<file path="src/rtl/ram_arbiter_pkg.sv">
// ram_arbiter_pkg: shared word/RAM-state types and arbiter state encoding.
package ram_arbiter_pkg;
    typedef logic [31:0] word_t;
    typedef enum logic [1:0] {FREE, BUSY, ACCESS, ERROR} ramstate_t;
    typedef enum logic [2:0] {ARB_IDLE, ARB_IACC, ARB_DACC, ARB_IRESP, ARB_DRESP} arb_state_t;
    localparam int    TIMEOUT_DEF  = 64;
    localparam word_t ERR_DATA_DEF = 32'hBAD1BAD1;
endpackage

</file>
<file path="src/rtl/ram_arbiter_if.sv">
// ram_arbiter_if: request-unit handshake plus RAM port bundled for the arbiter.
interface ram_arbiter_if;
    import ram_arbiter_pkg::*;
    logic      imemREN;
    word_t     imemaddr;
    logic      dmemREN;
    logic      dmemWEN;
    word_t     dmemaddr;
    word_t     dmemstore;
    logic      ihit;
    logic      dhit;
    word_t     imemload;
    word_t     dmemload;
    logic      ramREN;
    logic      ramWEN;
    word_t     ramaddr;
    word_t     ramstore;
    word_t     ramload;
    ramstate_t ramstate;
    logic      err;
    modport slave (
        input  imemREN, imemaddr, dmemREN, dmemWEN, dmemaddr, dmemstore, ramload, ramstate,
        output ihit, dhit, imemload, dmemload, ramREN, ramWEN, ramaddr, ramstore, err
    );
    modport master (
        output imemREN, imemaddr, dmemREN, dmemWEN, dmemaddr, dmemstore, ramload, ramstate,
        input  ihit, dhit, imemload, dmemload, ramREN, ramWEN, ramaddr, ramstore, err
    );
endinterface

</file>
<file path="src/rtl/ram_arbiter_access_timer.sv">
// ram_arbiter_access_timer: clear/enable cycle counter flagging the last allowed access cycle.
module ram_arbiter_access_timer #(
    parameter int TIMEOUT = 64
) (
    input  logic CLK,
    input  logic RST,
    input  logic clr_i,
    input  logic en_i,
    output logic expired_o
);
    localparam int W = TIMEOUT > 1 ? $clog2(TIMEOUT) : 1;
    logic [W-1:0] cnt_q;
    always_ff @(posedge CLK or posedge RST)
        if (RST) cnt_q <= '0;
        else if (clr_i) cnt_q <= '0;
        else if (en_i) cnt_q <= cnt_q + 1'b1;
    assign expired_o = cnt_q == W'(TIMEOUT - 1);
endmodule

</file>
<file path="src/rtl/ram_arbiter.sv">
// ram_arbiter: serialises instruction/data requests onto one RAM port with
// alternating priority, per-access timeout and one-cycle hit responses.
module ram_arbiter
    import ram_arbiter_pkg::*;
#(
    parameter int    TIMEOUT  = TIMEOUT_DEF,
    parameter word_t ERR_DATA = ERR_DATA_DEF
) (
    input logic           CLK,
    input logic           RST,
    ram_arbiter_if.slave  bus
);
    arb_state_t state_q, state_d;
    logic  last_q, last_d, wen_q, wen_d, err_q, err_d;
    word_t addr_q, addr_d, store_q, store_d, iload_q, iload_d, dload_q, dload_d;
    logic  expired, in_acc, done, grant_d, d_acc;
    word_t rdata;

    assign in_acc  = state_q == ARB_IACC || state_q == ARB_DACC;
    assign d_acc   = state_q == ARB_DACC;
    assign done    = in_acc && (bus.ramstate == ACCESS || bus.ramstate == ERROR || expired);
    assign rdata   = bus.ramstate == ACCESS ? bus.ramload : ERR_DATA;
    // D wins unless I is also pending and D was granted last
    assign grant_d = (bus.dmemREN | bus.dmemWEN) & (~bus.imemREN | ~last_q);

    ram_arbiter_access_timer #(.TIMEOUT(TIMEOUT)) u_timer (
        .CLK       (CLK),
        .RST       (RST),
        .clr_i     (state_q == ARB_IDLE),
        .en_i      (in_acc),
        .expired_o (expired)
    );

    always_ff @(posedge CLK or posedge RST)
        if (RST) begin
            state_q <= ARB_IDLE;
            last_q  <= 1'b0;
            wen_q   <= 1'b0;
            err_q   <= 1'b0;
            addr_q  <= '0;
            store_q <= '0;
            iload_q <= '0;
            dload_q <= '0;
        end else begin
            state_q <= state_d;
            last_q  <= last_d;
            wen_q   <= wen_d;
            err_q   <= err_d;
            addr_q  <= addr_d;
            store_q <= store_d;
            iload_q <= iload_d;
            dload_q <= dload_d;
        end

    always_comb begin
        state_d = state_q;
        last_d  = last_q;
        wen_d   = wen_q;
        err_d   = err_q;
        addr_d  = addr_q;
        store_d = store_q;
        iload_d = iload_q;
        dload_d = dload_q;
        unique case (state_q)
            ARB_IDLE:
                if (grant_d) begin
                    state_d = ARB_DACC;
                    last_d  = 1'b1;
                    addr_d  = bus.dmemaddr;
                    store_d = bus.dmemstore;
                    wen_d   = bus.dmemWEN;
                    err_d   = err_q | (bus.dmemREN & bus.dmemWEN);
                end else if (bus.imemREN) begin
                    state_d = ARB_IACC;
                    last_d  = 1'b0;
                    addr_d  = bus.imemaddr;
                    wen_d   = 1'b0;
                end
            ARB_IACC:
                if (done) begin
                    state_d = ARB_IRESP;
                    iload_d = rdata;
                    err_d   = err_q | (bus.ramstate != ACCESS);
                end
            ARB_DACC:
                if (done) begin
                    state_d = ARB_DRESP;
                    dload_d = wen_q ? dload_q : rdata;
                    err_d   = err_q | (bus.ramstate != ACCESS);
                end
            default: state_d = ARB_IDLE;
        endcase
    end

    assign bus.ramREN   = state_q == ARB_IACC || (d_acc && !wen_q);
    assign bus.ramWEN   = d_acc && wen_q;
    assign bus.ramaddr  = in_acc ? addr_q : '0;
    assign bus.ramstore = d_acc && wen_q ? store_q : '0;
    assign bus.ihit     = state_q == ARB_IRESP;
    assign bus.dhit     = state_q == ARB_DRESP;
    assign bus.imemload = iload_q;
    assign bus.dmemload = dload_q;
    assign bus.err      = err_q;
endmodule

</file>
<file path="src/flat_wrapper.sv">
// flat-port wrapper written by rule: the top's interface ports become plain ports
module ram_arbiter_flat import ram_arbiter_pkg::*;
#(
    parameter int    TIMEOUT  = TIMEOUT_DEF,
    parameter word_t ERR_DATA = ERR_DATA_DEF
)
  (CLK, RST, bus_imemREN, bus_imemaddr, bus_dmemREN, bus_dmemWEN, bus_dmemaddr, bus_dmemstore, bus_ramload, bus_ramstate, bus_ihit, bus_dhit, bus_imemload, bus_dmemload, bus_ramREN, bus_ramWEN, bus_ramaddr, bus_ramstore, bus_err);
  ram_arbiter_if bus_i ();
  input logic CLK;
  input logic RST;
  input wire logic [$bits(bus_i.imemREN)-1:0] bus_imemREN;
  input wire logic [$bits(bus_i.imemaddr)-1:0] bus_imemaddr;
  input wire logic [$bits(bus_i.dmemREN)-1:0] bus_dmemREN;
  input wire logic [$bits(bus_i.dmemWEN)-1:0] bus_dmemWEN;
  input wire logic [$bits(bus_i.dmemaddr)-1:0] bus_dmemaddr;
  input wire logic [$bits(bus_i.dmemstore)-1:0] bus_dmemstore;
  input wire logic [$bits(bus_i.ramload)-1:0] bus_ramload;
  input wire logic [$bits(bus_i.ramstate)-1:0] bus_ramstate;
  output wire logic [$bits(bus_i.ihit)-1:0] bus_ihit;
  output wire logic [$bits(bus_i.dhit)-1:0] bus_dhit;
  output wire logic [$bits(bus_i.imemload)-1:0] bus_imemload;
  output wire logic [$bits(bus_i.dmemload)-1:0] bus_dmemload;
  output wire logic [$bits(bus_i.ramREN)-1:0] bus_ramREN;
  output wire logic [$bits(bus_i.ramWEN)-1:0] bus_ramWEN;
  output wire logic [$bits(bus_i.ramaddr)-1:0] bus_ramaddr;
  output wire logic [$bits(bus_i.ramstore)-1:0] bus_ramstore;
  output wire logic [$bits(bus_i.err)-1:0] bus_err;
  assign bus_i.imemREN = bus_imemREN;
  assign bus_i.imemaddr = bus_imemaddr;
  assign bus_i.dmemREN = bus_dmemREN;
  assign bus_i.dmemWEN = bus_dmemWEN;
  assign bus_i.dmemaddr = bus_dmemaddr;
  assign bus_i.dmemstore = bus_dmemstore;
  assign bus_i.ramload = bus_ramload;
  assign bus_i.ramstate = bus_ramstate;
  assign bus_ihit = bus_i.ihit;
  assign bus_dhit = bus_i.dhit;
  assign bus_imemload = bus_i.imemload;
  assign bus_dmemload = bus_i.dmemload;
  assign bus_ramREN = bus_i.ramREN;
  assign bus_ramWEN = bus_i.ramWEN;
  assign bus_ramaddr = bus_i.ramaddr;
  assign bus_ramstore = bus_i.ramstore;
  assign bus_err = bus_i.err;
  ram_arbiter #(.TIMEOUT(TIMEOUT), .ERR_DATA(ERR_DATA)) u_core (.CLK(CLK), .RST(RST), .bus(bus_i));
endmodule
</file>
<file path="config.mk">
export PLATFORM = sky130hd
export DESIGN_NAME = ram_arbiter_flat
export DESIGN_NICKNAME = d
export VERILOG_FILES = /design/src/rtl/ram_arbiter_pkg.sv /design/src/rtl/ram_arbiter_if.sv /design/src/rtl/ram_arbiter_access_timer.sv /design/src/rtl/ram_arbiter.sv /design/src/flat_wrapper.sv
export SDC_FILE = /design/constraint.sdc
export NUM_CORES = 1
export LEC_CHECK = 0
export BUFFER_PORTS_ARGS = -buffer_cell sky130_fd_sc_hd__buf_2
export CAP_MARGIN = 20
export CORE_UTILIZATION = 50
export DETAILED_ROUTE_END_ITERATION = 10
export PLACE_DENSITY_LB_ADDON = 0.2
export SETUP_SLACK_MARGIN = 0.05
export SLEW_MARGIN = 20
export SYNTH_ARGS = -nofsm -noshare
export SYNTH_HDL_FRONTEND = slang
export SYNTH_SLANG_ARGS = --single-unit
export TNS_END_PERCENT = 10
</file>
<file path="constraint.sdc">
create_clock -name CLK -period 5.2 [get_ports CLK]
set_clock_uncertainty 0.15 [all_clocks]
set_input_delay 0.26 -clock CLK [delete_from_list [all_inputs] [get_ports CLK]]
set_output_delay 0.26 -clock CLK [all_outputs]
set_load 0.03 [all_outputs]
</file>
==> results of run 1 <==
==> power breakdown <==
group	internal (mW)	leakage [nW]	switching, mW
combinational	1.23	2.75	1.89
sequential	1.57	1.66	0.344
clock	0.729	0.275	0.431
==> final timing paths <==
kind / slack (ns) / cells after the start / start / to
setup / recovery: 1.88 / 4 / u_core.state_q[1]$_DFFE_PP0P_ / bus_ramstore[12]
hold / removal: 0.02 / 3 / bus_dmemWEN / u_core.wen_q$_DFFE_PP0P_
setup reg to reg: 2.50 / 4 / u_core.state_q[0]$_DFFE_PP0P_ / u_core.bus.imemload[9]$_DFFE_PP0P_
hold reg to reg: 0.34 / 1 / u_core.addr_q[9]$_DFFE_PP0P_ / u_core.addr_q[9]$_DFFE_PP0P_
max in group asynchronous: 3.26 / 4 / RST / u_core.bus.dmemload[6]$_DFFE_PP0P_
min in group asynchronous: 0.40 / 3 / RST / u_core.bus.dmemload[17]$_DFFE_PP0P_
==> state kept, by name (all words and copies together) (netlist names) <==
signal / cells
u_core.wen_q: 1
u_core.state_q: 3
u_core.u_timer.cnt_q: 6
u_core.last_q: 1
u_core.bus.imemload: 32
u_core.bus.err: 1
u_core.addr_q: 32
u_core.store_q: 32
u_core.bus.dmemload: 32
==> through the flow <==
step	power, mW	util	cells	worst slack [ns]	area [µm²]
after floorplan	4.24	-	633	1.04	7150
after CTS	6.24	0.678	1107	1.91	9440
final	6.20	0.678	1107	1.88	9440
after global routing	6.57	0.678	1107	1.67	9440
after detailed placement	5.03	0.614	1046	2.35	8550
after global placement	4.92	0.614	1046	2.39	8550
==> critical path: cells and delay by family, from the launching register on <==
family,cells,cell delay (ns)
AND/OR/NAND/NOR,3,1.59
flip-flops,1,0.71
buffers and inverters,1,0.20
==> cell families (layout without fill, tap and decap cells) <==
family | Yosys count | count (layout)
adder cells (fa/ha/maj) | 1 | 1
XOR/XNOR | 1 | 1
AO/OA/AOI/OAI | 92 | 92
flip-flops | 140 | 140
AND/OR/NAND/NOR | 128 | 128
buffers and inverters | 111 | 405
multiplexers | 160 | 160
==> area by class of cell <==
class	count	area [µm²]
clock inverters	8	95.1
inverters	70	268
clock buffers	20	467
repair buffers	307	1720
multi-input cells	382	3170
fillers	1037	4490
flip-flops and latches	140	3500
well taps	180	225
==> synthesized netlist by cell type (all sizes together) (5+ instances only) <==
master / count / area [µm²]
or3b: 19 / 166
dfrtp: 140 / 3500
nor3: 10 / 61.3
nand2: 5 / 18.8
buf: 23 / 160
a21oi: 44 / 220
nor2: 5 / 21.3
and3b: 14 / 123
mux2i: 64 / 641
inv: 70 / 263
and2: 64 / 400
mux2: 96 / 1080
o21ai: 34 / 170
clkbuf: 18 / 67.6
==> metal layers <==
metal,part of all wire,up-vias,wire [µm]
li1,-,2720,-
met1,0.41,2791,7360
met2,0.51,209,9120
met3,0.060,35,1080
met4,0.026,0,462
met5,0,-,0
==> repair_timing <==
item | 4_1_cts | 5_1_grt
hold buffers | 33 | 0
setup buffers | 0 | 0
endpoints found under the hold margin | 123 | 0
==> results_dict.tcl, run 1 <==
set metrics [dict create \
    slowest_delay_ns 0.79 \
    ys.flop_type "dfrtp_1" \
    synth.avg_cell_area_um2 11.3 \
    gr-usage-met1 0.301 \
    grt_pass1_vias 5936 \
    clk_pin_slew_ns 0.06 \
    dp_hpwl_um 11700 \
    post-route-period-util 0.639 \
    viasPerCell 5.20 \
    async_flop_share 1.00 \
    cap_violations 0 \
    syn-num-nets 769 \
    muxShareOfSynthArea 0.241 \
    first_pass_iters 5 \
    status "finished, final reports clean" \
    cts_buffers 17 \
    htreeDepth 4 \
    setup_violations 0 \
    p_per_area_nw_per_um2 656 \
    grt-busiest-layer "met2" \
    leakagePower_nw 4.69 \
    cp_max_fo 33 \
    start_util 0.513 \
    place_congestion 0.788 \
    cts_tree "built" \
    syn_to_final_growth_pct 32.1 \
    grt_pass1_wl_um 28800 \
    synth_compound_area_frac 0.0738 \
    crit_path_end_kind "output port" \
    synth.cell_area_um2 7150 \
    grt_usage 0.251 \
    via_count 5755 \
    ys_types 43 \
    fp-row-count 43 \
    cts.sinks 140 \
    cts_resized 0 \
    tns_ns 0 \
    drive_above_1_share 0.457 \
    layout_commonest_cell "buf_2" \
    arrival_ns 2.91 \
    cts_root_buffer "clkbuf_16" \
    ys_ff_latch 140 \
    fin_nets 1054 \
    post_drt_wl_per_cell_um 16.3 \
    whs_ns 0.0199 \
    tightest_slew_ns 1.06 \
    worstHoldPathType "in -> reg" \
    cp.required_ns 4.79 \
    gr-usage-met3 0.0632 \
    synthAdderAreaFrac 0.00175 \
    core-area_um2 13900 \
    final.min_clock_period_ns 3.32 \
    slew_headroom 0.288 \
    yosys_warnings 0 \
    maxSlewViolCount 0 \
    diodes 0 \
    worst-setup-path-type "reg -> out" \
    grt-ovfl-total 0 \
    drc_errors 0 \
    ys_seq_area_frac 0.490 \
    finalHoldViolCount 0 \
    peakVddDrop_v 0.000405 \
    synth_top_family_by_area "multiplexers" \
    clk_latency_ns 0.41 \
    rsz0062_at_grt "no" \
    fp.dieW_um 122 \
    max_freq_ghz 0.301 \
    cp_slowest_cell "nor2_2" \
    fp.dieH_um 122 \
    grt_use_met2 0.430 \
    die_area_um2 14800 \
    synth_cells 633 \
    antenna_found_initial 0 \
    grt_max_degree 93 \
    synth-edff-count 0 \
    final_cell_mix "267 x buf_2, 140 x dfrtp_1, 96 x mux2_2" \
    ioPinCount 268 \
    synth_xor_xnor_area_share 0.00122 \
    setup.worst_path.start_class "flip-flop" \
    ant_nets 0 \
    drtIter0Drc 328 \
    clockBufferDepth 2 \
    synthSimpleGateAreaFrac 0.124 \
    path_cells "or3b_2, nor2_2, and2_1, buf_2" \
    drt_wl_total_um 18000 \
    portBuffers 267 \
]
(Power assumes the default switching activity.)
==> run 2, diff against run 1 <==
- ABC_AREA: unset -> 1
- CORE_UTILIZATION: 50 -> 48
- clock period: 5.2 -> 3.3 ns (I/O delays scaled with it)
==> run 2 against run 1 <==
Against the previous run:
- flip-flop and latch count unchanged
- sequential share of layout area is 0.87 points lower
- combinational power grew 64%
- die area is 7.5% lower
- clock power grew 53%
- core utilization increased by 8.2 points
- largest cell class unchanged
- largest power group unchanged
==> results_dict.tcl, run 2 <==
set metrics [dict create \
    synth_cells 766 \
    netlist.area_leader.share 0.553 \
    cts.sinks 140 \
    placed_cells 1170 \
    grt_max_degree 65 \
    arrival_ns 2.86 \
    rsz0062_at_grt "no" \
    leakagePower_nw 5.15 \
    placed_cell_area_um2 7680 \
    grt-ovfl-total 0 \
    fp-row-count 41 \
    syn_to_final_growth_pct 52.6 \
    cts_tree "built" \
    ys_ff_latch 140 \
    fp.dieW_um 117 \
    core-area_um2 12700 \
    fin_area_um2 9670 \
    worstHoldPathType "in -> reg" \
    tns_ns 0 \
    syn-num-nets 902 \
    antenna_found_initial 0 \
    place_congestion 0.781 \
    min_from "bus_dmemREN" \
    post_drt_wl_per_cell_um 14.5 \
    clk_pin_slew_ns 0.06 \
    setup_violations 0 \
    hold-path-endpoint "u_core.bus.err$_DFFE_PP0P_" \
    power_mw 9.87 \
    drtIter0Drc 444 \
    maxSlewViolCount 0 \
    synth-edff-count 0 \
    synth.avg_cell_area_um2 8.27 \
    setup_slack_ns 0.642 \
    max_freq_ghz 0.376 \
    status "finished, final reports clean" \
    worst-setup-path-type "in -> reg" \
    highest_layer "met4" \
    grt_pass1_wl_um 30300 \
    final_cell_mix "267 x buf_2, 154 x nor2_1, 143 x dlygate4sd3_1" \
    synth_commonest_cells "154 x nor2_1, 140 x dfrtp_1, 114 x nand2_1" \
    synth.area.top_cells "dfrtp_1 55%, nor2_1 9.1%, o21ai_0 7.7%" \
    muxShareOfSynthArea 0 \
    whs_ns 0.0499 \
    cts_setup_buffers 0 \
    cp.required_ns 3.50 \
    fin_cells 1345 \
    synthAdderAreaFrac 0.00197 \
    grt_usage 0.290 \
    peakVddDrop_v 0.000764 \
    ff2ff_setup_slack_ns 0.79 \
    tightest_slew_ns 1.02 \
    ioPinCount 268 \
    finalHoldViolCount 0 \
    clockBufferDepth 2 \
    die_area_um2 13700 \
    fp.dieH_um 117 \
    cts_resized 0 \
    htreeDepth 4 \
    crit_path_end_kind "flip-flop" \
    ys.flop_type "dfrtp_1" \
    p_per_area_nw_per_um2 1020 \
    layout_commonest_cell "buf_2" \
    drive_above_1_share 0.275 \
    dp_hpwl_um 11200 \
    r2r-end "u_core.addr_q[29]$_DFFE_PP0P_" \
    cap_violations 0 \
    yosys_warnings 0 \
    final.min_clock_period_ns 2.66 \
    setup.worst_path.start_class "input pin" \
    via_count 6602 \
    start_util 0.498 \
    first_pass_iters 5 \
    synth_top_family_by_area "simple AND/OR/NAND/NOR gates" \
    whs_path_depth 7 \
    fin_nets 1296 \
    synth_xor_xnor_area_share 0.00138 \
    met2_length_um 9800 \
    wl_met3_um 1200 \
    viasPerCell 4.91 \
    post-route-period-util 0.806 \
    timing.rr.start "u_core.state_q[1]$_DFFE_PP0P_" \
    synth_top_area_cell "dfrtp_1" \
    ys_seq_area_frac 0.553 \
    met1_length_um 7850 \
    yosysMostFrequentCell "nor2_1" \
    ff2ff_path_depth 6 \
    slew_headroom 0.318 \
    synth.cell_area_um2 6340 \
    clk_latency_ns 0.41 \
    grt_pass1_vias 6435 \
    cts_root_buffer "clkbuf_16" \
    cts_buffers 17 \
    ys_types 25 \
    drc_errors 0 \
    synthSimpleGateAreaFrac 0.188 \
    dpl_worst_slack_ns 0.991 \
    cp_max_fo 33 \
    final_util 0.760 \
    ant_nets 0 \
    synth_compound_area_frac 0.159 \
    async_flop_share 1.00 \
    diodes 0 \
    drt_wl_total_um 19500 \
    portBuffers 267 \
]
==> run 2: routing by layer <==
metal,vias to the layer above,GRT usage
met5,-,0
met4,0,0.162
met3,54,0.0664
met2,258,0.492
met1,3080,0.341
li1,3210,-
==> run 2: area by class of cell <==
class,instances,area [µm²]
Sequential cell,140,3500
Fill cell,919,3050
Timing Repair Buffer,418,2850
Multi-Input combinational cell,497,2220
Clock buffer,26,489
Inverter,86,327
Tap cell,172,215
Clock inverter,6,61.3
==> run 2: cells by family (layout without fill, tap and decap cells) <==
family / after synthesis / after routing
buffers and inverters: 129 / 536
AOI/OAI and AO/OA: 201 / 201
adders and majority gates: 1 / 1
and+or+nand+nor: 294 / 294
xor gates and xnor gates: 1 / 1
DFF: 140 / 140
==> run 2: how the worst max path moves through the flow <==
stage / start / to / slack (ns) / cells after the start
after floorplan: u_core.state_q[2]$_DFFE_PP0P_ / bus_ramstore[10] / 1.07 / 6
after detailed placement: u_core.state_q[1]$_DFFE_PP0P_ / bus_ramaddr[18] / 0.99 / 4
after CTS: u_core.state_q[1]$_DFFE_PP0P_ / bus_ramaddr[18] / 0.56 / 4
after global placement: u_core.state_q[1]$_DFFE_PP0P_ / bus_ramaddr[26] / 1.12 / 4
final: bus_dmemWEN / u_core.addr_q[29]$_DFFE_PP0P_ / 0.64 / 10
after global routing: bus_dmemWEN / u_core.addr_q[7]$_DFFE_PP0P_ / 0.50 / 10
==> run 2: worst max-delay path, cell delays in order <==
cell and delay [ns]:
dlygate4sd3_1 0.53, buf_2 0.13, inv_1 0.05, nand2_1 0.12, nor2_4 0.08, buf_4 0.22, nor2_4 0.53, o21ai_0 0.25
o21ai_1 0.19, dlygate4sd3_1 0.56
==> run 2: repair_timing <==
item | 4_1_cts | 5_1_grt
hold buffers | 143 | 0
setup endpoints to repair | 0 | 0
hold endpoints to repair | 169 | 0
==> run 2: power breakdown <==
group	internal, mW	switching, mW	total, mW	leakage [nW]
combinational	1.72	3.40	5.12	3.19
clock	1.09	0.681	1.78	0.268
sequential	2.55	0.419	2.97	1.70
==> run 3, diff against run 2 <==
- clock period: 3.3 -> 2.5 ns (I/O delays scaled with it)
==> run 3 against run 2 <==
Against the previous run:
- register-to-register slack got worse by 0.62 ns
- via count rose by 0.44%
- core utilization is 0.27 points higher
- first-iteration DRC count rose by 9.7%
- non-clock buffer count is 8 lower
- cell count shrank 0.45%
- clock-buffer cell count fell by 6
- setup slack lost 0.47 ns
- flip-flop and latch count unchanged
- power is 36% higher
- die area unchanged
- critical endpoint is now u_core.addr_q[5]$_DFFE_PP0P_
- largest power group unchanged
- highest routed layer unchanged
==> results_dict.tcl, run 3 (synthesis results as in run 2) <==
set metrics [dict create \
    peakVddDrop_v 0.000880 \
    fill_cells 891 \
    grt_pass1_wl_um 30500 \
    maxSlewViolCount 0 \
    fin_nets 1289 \
    worst-setup-path-type "reg -> reg" \
    power_mw 13.4 \
    clk_pin_slew_ns 0.06 \
    tns_ns 0 \
    grt-ovfl-total 0 \
    worstHoldPathType "in -> reg" \
    die_area_um2 13700 \
    cap_violations 0 \
    via_count 6631 \
    drc_errors 0 \
    setup.worst_path.start_class "flip-flop" \
    cts_buffers 17 \
    ioPinCount 268 \
    start_util 0.498 \
    cp.required_ns 2.65 \
    whs_ns 0.0331 \
    place_congestion 0.779 \
    status "finished, final reports clean" \
    htreeDepth 4 \
    syn_to_final_growth_pct 53.1 \
    crit_path_end_kind "flip-flop" \
    slew_headroom 0.426 \
    rsz0062_at_grt "no" \
    clockBufferDepth 2 \
    tightest_slew_ns 0.860 \
    drive_above_1_share 0.284 \
    p_per_area_nw_per_um2 1380 \
    grt_pass1_vias 6413 \
    post-route-period-util 0.931 \
    crit_family "buffers and inverters" \
    max_freq_ghz 0.430 \
    cts_setup_buffers 0 \
    final_cell_mix "267 x buf_2, 154 x nor2_1, 140 x dfrtp_1" \
    cts_root_buffer "clkbuf_16" \
    cts_tree "built" \
    ff2ff_path_depth 6 \
    dp_hpwl_um 11000 \
    cp.depth 6 \
    path_buf_inv 2 \
    post_drt_wl_per_cell_um 14.5 \
    antenna_found_initial 1 \
    layout_commonest_cell "buf_2" \
    clk_latency_ns 0.42 \
    grt_usage 0.292 \
    drtIter0Drc 487 \
    arrival_ns 2.47 \
    slowest_delay_ns 0.57 \
    viasPerCell 4.95 \
    cts.sinks 140 \
    final_util 0.763 \
    finalHoldViolCount 0 \
    setup_violations 0 \
    dpl_worst_slack_ns 0.539 \
    leakagePower_nw 5.20 \
    portBuffers 267 \
    first_pass_iters 5 \
    cp_max_fo 37 \
    fp.dieH_um 117 \
    path_cells "nor2_2, nand2_2, buf_4, o21ai_0, o21ai_1, dlygate4sd3_1" \
    ant_nets 0 \
    core-area_um2 12700 \
    fp.dieW_um 117 \
    fp-row-count 41 \
    cp_slowest_cell "dlygate4sd3_1" \
    final.min_clock_period_ns 2.33 \
    setup_slack_ns 0.173 \
    drt_wl_total_um 19400 \
    whs_path_depth 6 \
    grt_max_degree 67 \
]
run 3: changes by cell type in the layout (fill, tap and decap cells not counted), sizes merged:
cell         previous run  this run
buf                   275       279
bufinv                  1         4
clkbuf                 26        20
clkinv                  5         7
clkinvlp                2         3
diode                   0         1
dlygate4sd3           143       131
nor2                  162       163
run 3: what timing repair did:
| action | 4_1_cts | 5_1_grt |
|---|---|---|
| hold buffers | 131 | 0 |
| hold endpoints to repair | 164 | 0 |
| gates resized for setup | 0 | 1 |
| setup endpoints to repair | 0 | 32 |
run 3: worst paths after layout:
| kind | startpoint | slack [ns] | endpoint |
|---|---|---|---|
| setup / recovery | u_core.state_q[1]$_DFFE_PP0P_ | 0.17 | u_core.addr_q[5]$_DFFE_PP0P_ |
| min in group asynchronous | RST | 0.29 | u_core.bus.imemload[13]$_DFFE_PP0P_ |
| hold / removal | bus_imemREN | 0.03 | u_core.last_q$_DFFE_PP0P_ |
| setup reg to reg | u_core.state_q[1]$_DFFE_PP0P_ | 0.17 | u_core.addr_q[5]$_DFFE_PP0P_ |
| hold reg to reg | u_core.bus.dmemload[11]$_DFFE_PP0P_ | 0.33 | u_core.bus.dmemload[11]$_DFFE_PP0P_ |
| max in group asynchronous | RST | 1.25 | u_core.addr_q[23]$_DFFE_PP0P_ |
run 3: report_power, final:
part | total, mW | leakage, nW | switching [mW] | internal, mW
Clock | 2.64 | 0.306 | 0.930 | 1.71
Combinational | 6.88 | 3.20 | 4.58 | 2.31
Sequential | 3.91 | 1.70 | 0.545 | 3.36
Total | 13.4 | 5.20 | 6.05 | 7.38
run 3: worst register-to-register path: stages, from the launching register on:
cell	delay [ns]
dfrtp_1	0.46
nor2_2	0.18
nand2_2	0.14
buf_4	0.27
o21ai_0	0.33
o21ai_1	0.11
dlygate4sd3_1	0.57
run 3: layout make-up:
class / instances / area [µm²] / share of cell area
multi-input combinational: 498 / 2230 / 0.230
timing repair buffer: 410 / 2800 / 0.289
clock buffer: 20 / 457 / 0.0471
antenna: 1 / 2.50 / 0.000258
sequential: 140 / 3500 / 0.361
tap: 172 / 215 / 0.0222
inverter: 86 / 327 / 0.0337
clock inverter: 12 / 169 / 0.0174
run 3: routing by layer:
metal / GRT usage / vias up / wire [µm]
li1: - / 3189 / -
met1: 0.341 / 3093 / 7680
met2: 0.499 / 298 / 9780
met3: 0.0922 / 51 / 1400
met4: 0.120 / 0 / 572
met5: 0 / - / 0
run 3: per-stage QoR:
step | cell area, µm² | cells
after floorplan | 6340 | 766
after global placement | 7750 | 1174
after detailed placement | 7750 | 1174
after CTS | 9690 | 1337
after global routing | 9700 | 1339
final | 9700 | 1339
